<file path="src/rtl/arb_pkg.sv">
// arb_pkg: arbiter state type and default sizing
package arb_pkg;
  typedef enum logic {IDLE, OWN} arb_state_t;
  localparam int NREQ_DEFAULT = 4;
  localparam int STARVE_LIMIT_DEFAULT = 8;
endpackage

</file>
<file path="src/rtl/cpu_types_pkg.sv">
// cpu_types_pkg: shared CPU-wide word and RAM status types
package cpu_types_pkg;
  typedef logic [31:0] word_t;
  typedef enum logic [1:0] {FREE, BUSY, ACCESS, ERROR} ramstate_t;
endpackage

</file>
<file path="src/rtl/rr_pick.sv">
// rr_pick: first pending index after last_i, wrapping modulo N
module rr_pick #(
  parameter int N = 4,
  localparam int IW = $clog2(N)
) (
  input  logic [N-1:0]  pending_i,
  input  logic [IW-1:0] last_i,
  output logic [IW-1:0] idx_o,
  output logic          valid_o
);
  int j;
  always_comb begin
    idx_o = '0;
    j = 0;
    for (int k = N; k >= 1; k--) begin
      j = (int'(last_i) + k) % N;
      if (pending_i[j[IW-1:0]]) idx_o = j[IW-1:0];
    end
  end
  assign valid_o = |pending_i;
endmodule

</file>
<file path="src/rtl/ram_port_arbiter.sv">
// ram_port_arbiter: round-robin owner of the single RAM port with
// dcache priority and starvation promotion
module ram_port_arbiter
  import cpu_types_pkg::*, arb_pkg::*;
#(
  parameter int NREQ = NREQ_DEFAULT,
  parameter int STARVE_LIMIT = STARVE_LIMIT_DEFAULT,
  parameter bit DATA_PRIO = 1'b1,
  localparam int IW = $clog2(NREQ),
  localparam int SW = $clog2(STARVE_LIMIT + 1)
) (
  input  logic            CLK,
  input  logic            nRST,
  input  logic [NREQ-1:0] req_ren,
  input  logic [NREQ-1:0] req_wen,
  input  word_t           req_addr [NREQ],
  input  word_t           req_store [NREQ],
  output logic [NREQ-1:0] req_wait,
  output word_t           req_load,
  output logic            ramREN,
  output logic            ramWEN,
  output word_t           ramaddr,
  output word_t           ramstore,
  input  ramstate_t       ramstate,
  input  word_t           ramload,
  output logic [IW-1:0]   grant_id,
  output logic            busy
);
  arb_state_t    state_q;
  logic [IW-1:0] owner_q, last_q, pick, rr_d_idx, rr_a_idx, starved_idx;
  logic          rr_d_vld, rr_a_vld, starved_vld, own_pend, own_on, ack;
  logic [NREQ-1:0] pending, dmask;
  logic [SW-1:0] starve_q [NREQ];

  assign pending = req_ren | req_wen;

  // descending scan leaves the lowest starved index as the winner
  always_comb begin
    dmask = '0;
    starved_vld = 1'b0;
    starved_idx = '0;
    for (int i = NREQ - 1; i >= 0; i--) begin
      dmask[i] = pending[i] & i[0];
      if (pending[i] && starve_q[i] >= SW'(STARVE_LIMIT)) begin
        starved_vld = 1'b1;
        starved_idx = IW'(i);
      end
    end
  end

  rr_pick #(.N(NREQ)) u_rr_data (.pending_i(dmask), .last_i(last_q), .idx_o(rr_d_idx), .valid_o(rr_d_vld));
  rr_pick #(.N(NREQ)) u_rr_all (.pending_i(pending), .last_i(last_q), .idx_o(rr_a_idx), .valid_o(rr_a_vld));

  assign pick = starved_vld ? starved_idx : (DATA_PRIO && rr_d_vld) ? rr_d_idx : rr_a_idx;

  assign own_pend = state_q == OWN && pending[owner_q];
  assign own_on   = own_pend && ramstate != ERROR;
  assign ack      = own_pend && ramstate == ACCESS;
  assign ramWEN   = own_on & req_wen[owner_q];
  assign ramREN   = own_on & req_ren[owner_q] & ~req_wen[owner_q];
  assign ramaddr  = state_q == OWN ? req_addr[owner_q] : '0;
  assign ramstore = state_q == OWN ? req_store[owner_q] : '0;
  assign req_wait = ~(NREQ'(ack) << owner_q);
  assign req_load = ramload;
  assign grant_id = owner_q;
  assign busy     = state_q == OWN;

  always_ff @(posedge CLK or negedge nRST) begin
    if (!nRST) begin
      state_q <= IDLE;
      owner_q <= '0;
      last_q  <= IW'(NREQ - 1);
      for (int i = 0; i < NREQ; i++) starve_q[i] <= '0;
    end else begin
      for (int i = 0; i < NREQ; i++)
        if (!pending[i]) starve_q[i] <= '0;
        else if (state_q == OWN && owner_q == IW'(i)) starve_q[i] <= ack ? '0 : starve_q[i];
        else if (starve_q[i] < SW'(STARVE_LIMIT)) starve_q[i] <= starve_q[i] + 1'b1;
      if (state_q == IDLE) begin
        if (rr_a_vld) begin
          owner_q <= pick;
          state_q <= OWN;
        end
      end else if (!own_pend || ack) begin
        state_q <= IDLE;
        last_q  <= owner_q;
      end else if (ramstate == ERROR) state_q <= IDLE;
    end
  end
endmodule

</file>
<file path="config.mk">
export PLATFORM = sky130hd
export DESIGN_NAME = ram_port_arbiter
export DESIGN_NICKNAME = d
export VERILOG_FILES = /design/src/rtl/arb_pkg.sv /design/src/rtl/cpu_types_pkg.sv /design/src/rtl/rr_pick.sv /design/src/rtl/ram_port_arbiter.sv
export SDC_FILE = /design/constraint.sdc
export NUM_CORES = 1
export LEC_CHECK = 0
export CORE_AREA = 5 5 156 158
export DETAILED_ROUTE_END_ITERATION = 6
export DIE_AREA = 0 0 161 163
export PLACE_DENSITY = 0.51
export SLEW_MARGIN = 20
export SYNTH_ARGS = -nofsm -noshare
export SYNTH_HDL_FRONTEND = slang
export SYNTH_SLANG_ARGS = --single-unit
</file>
<file path="constraint.sdc">
create_clock -name CLK -period 4.7 [get_ports CLK]
set_input_delay 0.47 -clock CLK [delete_from_list [all_inputs] [get_ports CLK]]
set_output_delay 0.47 -clock CLK [all_outputs]
set_load 0.01 [all_outputs]
</file>
==> results of run 1 <==
power by group through the flow:
stage / combinational (mW) / clock (mW) / sequential (mW)
after floorplan: 1.46 / 0 / 0.342
after global placement: 2.31 / 0 / 0.529
after detailed placement: 2.35 / 0 / 0.537
after CTS: 2.36 / 0.183 / 0.535
after global routing: 2.49 / 0.190 / 0.564
final: 2.32 / 0.183 / 0.531
path summary, 6_finish.rpt:
check,start,end,slack [ns],depth (start not counted)
setup / recovery,grant_id[1],req_wait[2],1.22,5
hold / removal,nRST,starve_q[7],0.18,1
setup reg to reg,grant_id[1],starve_q[8],2.16,4
hold reg to reg,starve_q[3],starve_q[3],0.60,2
max in group asynchronous,nRST,grant_id[0],4.14,1
min in group CLK,starve_q[3],starve_q[3],0.60,2
cells by family (layout without fill, tap and decap cells):
family                     Yosys count  count (layout)  synth area share
AOI/OAI and AO/OA                   42              42            0.0792
xor gates and xnor gates             2               2           0.00482
adders and majority gates            8               8            0.0275
buffers and inverters               74             364             0.128
DFF                                 21              21             0.145
muxes                               69              69             0.424
and+or+nand+nor                    117             117             0.191
flip-flops by register name (all words and copies together), names as in the netlist:
signal    cells
starve_q     16
grant_id      2
last_q        2
busy          1
critical path: cells and delay by family, from the launching register on:
| family | cells | cell delay, ns |
|---|---|---|
| buffers and inverters | 3 | 1.16 |
| flip-flops | 1 | 0.77 |
| AND/OR/NAND/NOR | 2 | 0.72 |
cell type report:
| class | count | area share |
|---|---|---|
| inverters | 16 | 0.00845 |
| repair buffers | 344 | 0.482 |
| flip-flops and latches | 21 | 0.0755 |
| multi-input cells | 238 | 0.371 |
| clock buffers | 4 | 0.0111 |
| well taps | 290 | 0.0511 |
Yosys cell counts, types with 3 or more instances:
cell type,count
nor4_1,3
nor2_1,9
a21oi_1,3
mux4_2,65
buf_2,6
a31oi_1,3
a2111oi_0,6
buf_4,38
nand2_1,8
o21ai_0,15
nor3_1,3
nor2b_1,4
nand4_1,4
clkbuf_1,9
nand3_1,7
and2_1,64
o32ai_1,4
ha_1,8
inv_1,16
clkbuf_8,3
dfrtp_1,19
through the flow:
stage | instances | setup WS (ns) | area, µm²
6_report | 913 | 1.22 | 7110
5_1_grt | 913 | 0.996 | 7110
4_1_cts | 913 | 1.22 | 7110
3_5_place_dp | 909 | 1.40 | 7030
3_3_place_gp | 909 | 1.43 | 7030
2_1_floorplan | 333 | 2.59 | 3630
placed cells by master, fill, tap and decap left out, types with 6 or more instances in the layout:
| cell | count |
|---|---|
| nand2_1 | 8 |
| and2_1 | 64 |
| clkdlybuf4s50_1 | 339 |
| a2111oi_0 | 6 |
| nand3_1 | 7 |
| o21ai_0 | 15 |
| mux4_2 | 65 |
| inv_1 | 16 |
| dfrtp_1 | 16 |
| ha_1 | 8 |
| nor2_1 | 9 |
metal layers:
layer / global-route usage / share of wire / vias to the layer above
met2: 0.254 / 0.51 / 230
met1: 0.177 / 0.40 / 2014
met4: 0.0155 / 0.0086 / 0
li1: - / - / 1830
met3: 0.0352 / 0.084 / 23
met5: 0 / 0 / -
==> key figures, run 1 <==
Timing
  • Hold Fails Final Rpt: 0
  • RSZ-0062 raised after global routing: false
  • Clk_skew: 0.00236 ns
  • Max frequency: 287 MHz
  • Worst slew pin tran: 0.668 ns
  • Pins Over Slew Limit: 0
  • Setup violations, final: 0
  • Hold WS: 0.179 ns
  • Fin crit share: 0.740
  • Min Tclk post-route: 3.48 ns
  • Final TNS setup: 0 ns
  • Relative slew slack: 0.554

CTS
  • TritonCTS clock tree: yes
  • Root Buffer: clkbuf_16
  • Total CTS buffers: 3
  • PostCTS Resize Cnt: 0
  • Setup bufs post-CTS: 0
  • # hold bufs at CTS: 0
  • CTS clk-pin slew, worst paths: 0.06 ns
  • Clock Path Buffers: 2
  • Worst skew pair latency: 0.25 ns
  • H-tree Lvls: 1
  • Clock sinks: 21

Routing
  • DRC Markers: 0
  • WL/cell: 22.1 µm
  • Final WL: 20.2 mm
  • Final ANT Viol Nets: 0
  • Vias post-DR: 4097
  • Via density: 4.49
  • Violation count after the first detailed-routing iteration: 200
  • First-pass DRT Iterations: 6

Pwr
  • Pint: 1.81 mW
  • Share of power burned in the clock network: 0.060
  • Leakage: 2.49 nW
  • Seq pwr share: 0.175
  • Comb pwr share: 0.765
  • Pwr/cell area: 427 nW/µm²
  • Switch share: 0.402
  • Worst vdd ir: 0.192 mV
  • Net Switching: 1.22 mW
  • Total power: 3.03 mW

Logic synthesis
  • Share of synthesized registers carrying an async set or reset: 1.00
  • Post-Synthesis Cells: 333
  • Seq/Total Area, Yosys: 0.145
  • Syn avg cell area: 10.9 µm²
  • Syn Std Cell Area: 3630 µm²
  • EDFF count, synth: 0
  • Top cell type's share of synthesized area: 0.403
  • Syn nets: 641
  • Main area contributors after synthesis: mux4_2, dfrtp_1, and2_1, buf_4, ha_1
  • Synth Flop Type: dfrtp_1
  • Yosys cell types: 47
  • Synth Register Bits: 21
  • Yosys warns: 0
  • Yosys top cell by area: mux4_2

Floorplan
  • Core area: 23000 µm²
  • Die Y: 163 µm
  • Cell Rows: 56
  • Boundary Pins: 405
  • Die X: 161 µm
  • Die area: 26200 µm²
  • Initial Util: 0.158

Critical path
  • Worst-path fanout max: 42
  • Worst setup EP type: output port
  • Worst setup SP type: flip-flop
  • CP required: 4.23 ns
  • CP max-delay cell: dfrtp_4
  • Max stage delay on crit path: 0.77 ns
  • Crit path arrival time: 3.01 ns
  • Crit path kind: reg -> out
  • CP cell instances: buf_4 > nand3b_1 > nor3_1 > inv_1 > clkdlybuf4s50_1

Final layout
  • Final core utilization: 0.309
  • # fillers: 2362
  • Register area: 537 µm²
  • Multi-input gate area: 2640 µm²
  • Share of layout cells above drive strength 1: 0.141
  • Area Overhead vs Synth: 95.6%
  • Antenna Cells: 0
  • Final net count: 932

Global routing
  • Total track usage: 0.141
  • First-pass GRT wire length: 28.8 mm
  • Gr ovfl total: 0
  • Largest net degree at the start of global routing: 43
  • Vias in the first global route: 4326
  • Initial antenna violation count: 0

Place
  • Port bufs: 340
  • Post-DP HPWL: 17.0 mm
  • RePlAce Congestion: 0.856

Flow run
  • MaxCap Viol Count: 0

Min path
  • Worst Hold Class: in -> async

Run status
  • Outcome: complete, no violations
(Power assumes the default switching activity.)
==> inputs of run 2 (changes only) <==
CORE_AREA = 5 5 153 155   (was 5 5 156 158)
DIE_AREA = 0 0 158 160   (was 0 0 161 163)
PLACE_DENSITY = 0.52   (was 0.51)
clock period = 3.6 ns   (was 4.7 ns; I/O delays follow)
==> key figures, run 2 (synthesis results as in run 1) <==
Final layout
  • Largest reg by FF count: starve_q
  • Max reg flops: 16
  • Area Overhead vs Synth: 96.0%
  • Antenna Cells: 0
  • Share of layout cells above drive strength 1: 0.144
  • Final net count: 934
  • Most frequent cells in the layout: clkdlybuf4s50_1, mux4_2, and2_1
  • Commonest non-fill, non-tap cell in the layout: clkdlybuf4s50_1

Floorplan
  • Die area: 25300 µm²
  • Cell Rows: 54
  • Die Y: 160 µm
  • Boundary Pins: 405
  • Core area: 21700 µm²
  • Die X: 158 µm
  • Initial Util: 0.168

Critical path
  • Worst-path fanout max: 8
  • Reg-to-Reg Start: grant_id[0]
  • CP required: 3.24 ns
  • R2R Setup Slk: 1.50 ns
  • Worst setup SP type: input port
  • Crit path arrival time: 2.71 ns
  • Crit path kind: in -> out
  • Critical R2R Capture: starve_q[5]
  • Reg2reg path depth: 4
  • Worst setup EP type: output port

Routing
  • Final WL: 19.6 mm
  • First-pass DRT Iterations: 4
  • DRC Markers: 0
  • Vias post-DR: 4079
  • Final ANT Viol Nets: 0
  • Violation count after the first detailed-routing iteration: 178
  • Via density: 4.51
  • WL/cell: 21.7 µm

CTS
  • Clock Path Buffers: 2
  • TritonCTS clock tree: yes
  • Total CTS buffers: 3
  • Worst skew pair latency: 0.25 ns
  • Clock sinks: 21
  • Setup bufs post-CTS: 0
  • H-tree Lvls: 1
  • Root Buffer: clkbuf_16
  • # hold bufs at CTS: 0
  • CTS clk-pin slew, worst paths: 0.06 ns
  • PostCTS Resize Cnt: 0

Timing
  • Clk_skew: 0.00420 ns
  • PnR worst setup slack: 0.531 ns
  • Hold Fails Final Rpt: 0
  • Worst slew pin tran: 0.575 ns
  • Pins Over Slew Limit: 0
  • Relative slew slack: 0.616
  • Hold WS: 0.0511 ns
  • Setup violations, final: 0
  • RSZ-0062 raised after global routing: false
  • Min Tclk post-route: 3.07 ns
  • Final TNS setup: 0 ns
  • Fin crit share: 0.852
  • Max frequency: 326 MHz

Place
  • Post-DP HPWL: 17.1 mm
  • Port bufs: 340
  • RePlAce Congestion: 0.884
  • Post-place setup slack: 0.524 ns

Global routing
  • Met1 usage: 0.162
  • Largest net degree at the start of global routing: 45
  • Met3 GRT Util: 0.0314
  • Initial antenna violation count: 0
  • Gr ovfl total: 0
  • Total track usage: 0.141
  • Vias in the first global route: 4306
  • GRT busiest layer: met2
  • First-pass GRT wire length: 27.8 mm
  • Met2 Use GR: 0.270

Pwr
  • Leakage: 2.51 nW
  • Pwr/cell area: 559 nW/µm²
  • Total power: 3.98 mW
  • Worst vdd ir: 0.301 mV

Min path
  • Worst Hold Class: in -> async

Run status
  • Outcome: complete, no violations

Flow run
  • MaxCap Viol Count: 0
run 2: layout make-up:
type | count | area, µm²
Multi-Input combinational cell | 238 | 2640
Clock buffer | 4 | 78.8
Inverter | 16 | 60.1
Fill cell | 2189 | 14600
Tap cell | 280 | 350
Sequential cell | 21 | 537
Timing Repair Buffer | 346 | 3460
run 2: how the worst max path moves through the flow:
stage,start,endpoint,cells past startpoint
global placement,req_ren[0],ramREN,6
detailed placement,req_ren[2],ramREN,6
finish,req_ren[2],ramREN,6
floorplan,grant_id[1],ramREN,3
global route,grant_id[0],ramstore[13],4
CTS,grant_id[0],ramstore[15],4
run 2: critical path, cell delays in order:
cell and delay, ns:
clkdlybuf4s50_1 0.54, nor2_1 0.13, mux4_2 0.59, a211o_1 0.35, nor3b_2 0.17, clkdlybuf4s50_1 0.56
run 2: routing by layer:
| metal | up-vias | wire length [µm] | part of all wire |
|---|---|---|---|
| li1 | 1834 | - | - |
| met1 | 2023 | 7010 | 0.36 |
| met2 | 212 | 10600 | 0.54 |
| met3 | 10 | 1750 | 0.089 |
| met4 | 0 | 214 | 0.011 |
| met5 | - | 0 | 0 |
run 2: per-stage QoR:
step,area [µm²],std cells,utilization
floorplan,3630,333,-
global placement,7050,901,0.325
detailed placement,7050,901,0.325
CTS,7130,905,0.329
global route,7120,905,0.328
finish,7120,905,0.328
run 2: where the power goes:
part / internal (mW) / switching (mW)
registers: 0.356 / 0.205
clock network: 0.151 / 0.0838
logic: 1.89 / 1.29
total: 2.39 / 1.58
==> inputs of run 3 (changes only) <==
CAP_MARGIN = 40   (was unset)
SLEW_MARGIN = unset   (was 20)
==> key figures, run 3 (synthesis results as in run 1) <==
Run status
  • Outcome: complete, no violations

Final layout
  • Largest reg by FF count: starve_q
  • Final core utilization: 0.330
  • Final net count: 935
  • Antenna Cells: 0
  • Share of layout cells above drive strength 1: 0.144
  • Commonest non-fill, non-tap cell in the layout: clkdlybuf4s50_1
  • Area Overhead vs Synth: 96.9%
  • # fillers: 2171
  • Max reg flops: 16
  • Post-Layout Cell Count: 906
  • Most frequent cells in the layout: clkdlybuf4s50_1, mux4_2, and2_1
  • Final instance area: 7150 µm²

Place
  • Post-DP HPWL: 17.1 mm
  • Post-DP Area: 7070 µm²
  • Port bufs: 340
  • RePlAce Congestion: 0.884
  • DP Cell Count: 902
  • Post-place setup slack: 0.511 ns

Floorplan
  • Die area: 25300 µm²
  • Die Y: 160 µm
  • Die X: 158 µm
  • Initial Util: 0.168
  • Boundary Pins: 405
  • Cell Rows: 54
  • Core area: 21700 µm²

Critical path
  • CP cell instances: clkdlybuf4s50_1 > nor2_1 > mux4_2 > a211o_1 > nor3b_2 > clkdlybuf4s50_1
  • Reg2reg path depth: 5
  • CP required: 3.24 ns
  • Crit path arrival time: 2.72 ns
  • CP max-delay cell: mux4_2
  • Cell mode on critical path: clkdlybuf4s50_1
  • Crit path kind: in -> out
  • Buf+Inv Stages, Crit Path: 2
  • Worst-path fanout max: 8
  • Worst setup EP type: output port
  • Crit-path leading delay family: buffers and inverters
  • Reg-to-Reg Start: grant_id[0]
  • Worst setup SP type: input port
  • R2R Setup Slk: 1.53 ns
  • Levels on crit path: 6
  • Critical R2R Capture: starve_q[8]
  • Max stage delay on crit path: 0.59 ns

CTS
  • Setup bufs post-CTS: 0
  • TritonCTS clock tree: yes
  • CTS clk-pin slew, worst paths: 0.06 ns
  • Worst skew pair latency: 0.26 ns
  • PostCTS Resize Cnt: 0
  • Clock sinks: 21
  • Clock Path Buffers: 2
  • Total CTS buffers: 3
  • # hold bufs at CTS: 0
  • Root Buffer: clkbuf_16
  • H-tree Lvls: 1

Pwr
  • Share of power burned in the clock network: 0.060
  • Worst vdd ir: 0.278 mV
  • Pint: 2.40 mW
  • Switch share: 0.397
  • Seq pwr share: 0.141
  • Leakage: 2.52 nW
  • Comb pwr share: 0.799
  • Total power: 3.98 mW
  • Pwr/cell area: 556 nW/µm²
  • Net Switching: 1.58 mW

Global routing
  • Initial antenna violation count: 0
  • First-pass GRT wire length: 28.5 mm
  • Total track usage: 0.144
  • Vias in the first global route: 4383
  • Largest net degree at the start of global routing: 45
  • Gr ovfl total: 0

Routing
  • Final ANT Viol Nets: 0
  • WL/cell: 21.9 µm
  • First-pass DRT Iterations: 4
  • Final WL: 19.8 mm
  • Vias post-DR: 4044
  • Via density: 4.46
  • DRC Markers: 0
  • Violation count after the first detailed-routing iteration: 235

Timing
  • Hold Fails Final Rpt: 0
  • Relative slew slack: 0.613
  • Worst slew pin tran: 0.581 ns
  • Min Tclk post-route: 3.08 ns
  • Final TNS setup: 0 ns
  • Setup violations, final: 0
  • Fin crit share: 0.855
  • PnR worst setup slack: 0.522 ns
  • Max frequency: 325 MHz
  • Pins Over Slew Limit: 0
  • Clk_skew: 0.00167 ns
  • RSZ-0062 raised after global routing: false
  • Hold WS: 0.379 ns

Flow run
  • MaxCap Viol Count: 0

Min path
  • Worst Hold Class: in -> async
==> run 3: final cells by class <==
type                    count  area, µm²  area share
repair buffers            347       3490       0.488
multi-input cells         238       2640       0.369
flip-flops and latches     21        537      0.0750
well taps                 280        350      0.0490
clock buffers               4       78.8      0.0110
inverters                  16       60.1     0.00840
==> run 3: routing by layer <==
| layer | vias to the layer above | track usage | routed length [µm] |
|---|---|---|---|
| li1 | 1833 | - | - |
| met1 | 2001 | 0.170 | 7140 |
| met2 | 193 | 0.270 | 10600 |
| met3 | 17 | 0.0341 | 1800 |
| met4 | 0 | 0.0178 | 261 |
| met5 | - | 0 | 0 |
==> run 3: worst max-delay path by stage <==
stage | startpoint | end | slack [ns]
after global placement | req_ren[0] | ramREN | 0.54
after CTS | grant_id[0] | ramstore[12] | 0.49
after global routing | grant_id[0] | ramstore[13] | 0.40
final | req_ren[2] | ramREN | 0.52
after floorplan | grant_id[1] | ramREN | 1.60
after detailed placement | req_ren[2] | ramREN | 0.51
==> run 3: worst reg2reg max path, cell delays in order (launching register included) <==
cell       delay [ns]
dfrtp_4          0.72
buf_12           0.33
nand3b_1         0.29
nand3_1          0.15
o21ai_0          0.08
a2111oi_0        0.35
==> run 3: power by group through the flow <==
| stage | logic (mW) | clock network, mW | registers, mW |
|---|---|---|---|
| 2_1_floorplan | 1.90 | 0 | 0.446 |
| 3_3_place_gp | 3.19 | 0 | 0.559 |
| 3_5_place_dp | 3.23 | 0 | 0.568 |
| 4_1_cts | 3.24 | 0.239 | 0.564 |
| 5_1_grt | 3.44 | 0.249 | 0.591 |
| 6_report | 3.18 | 0.239 | 0.560 |
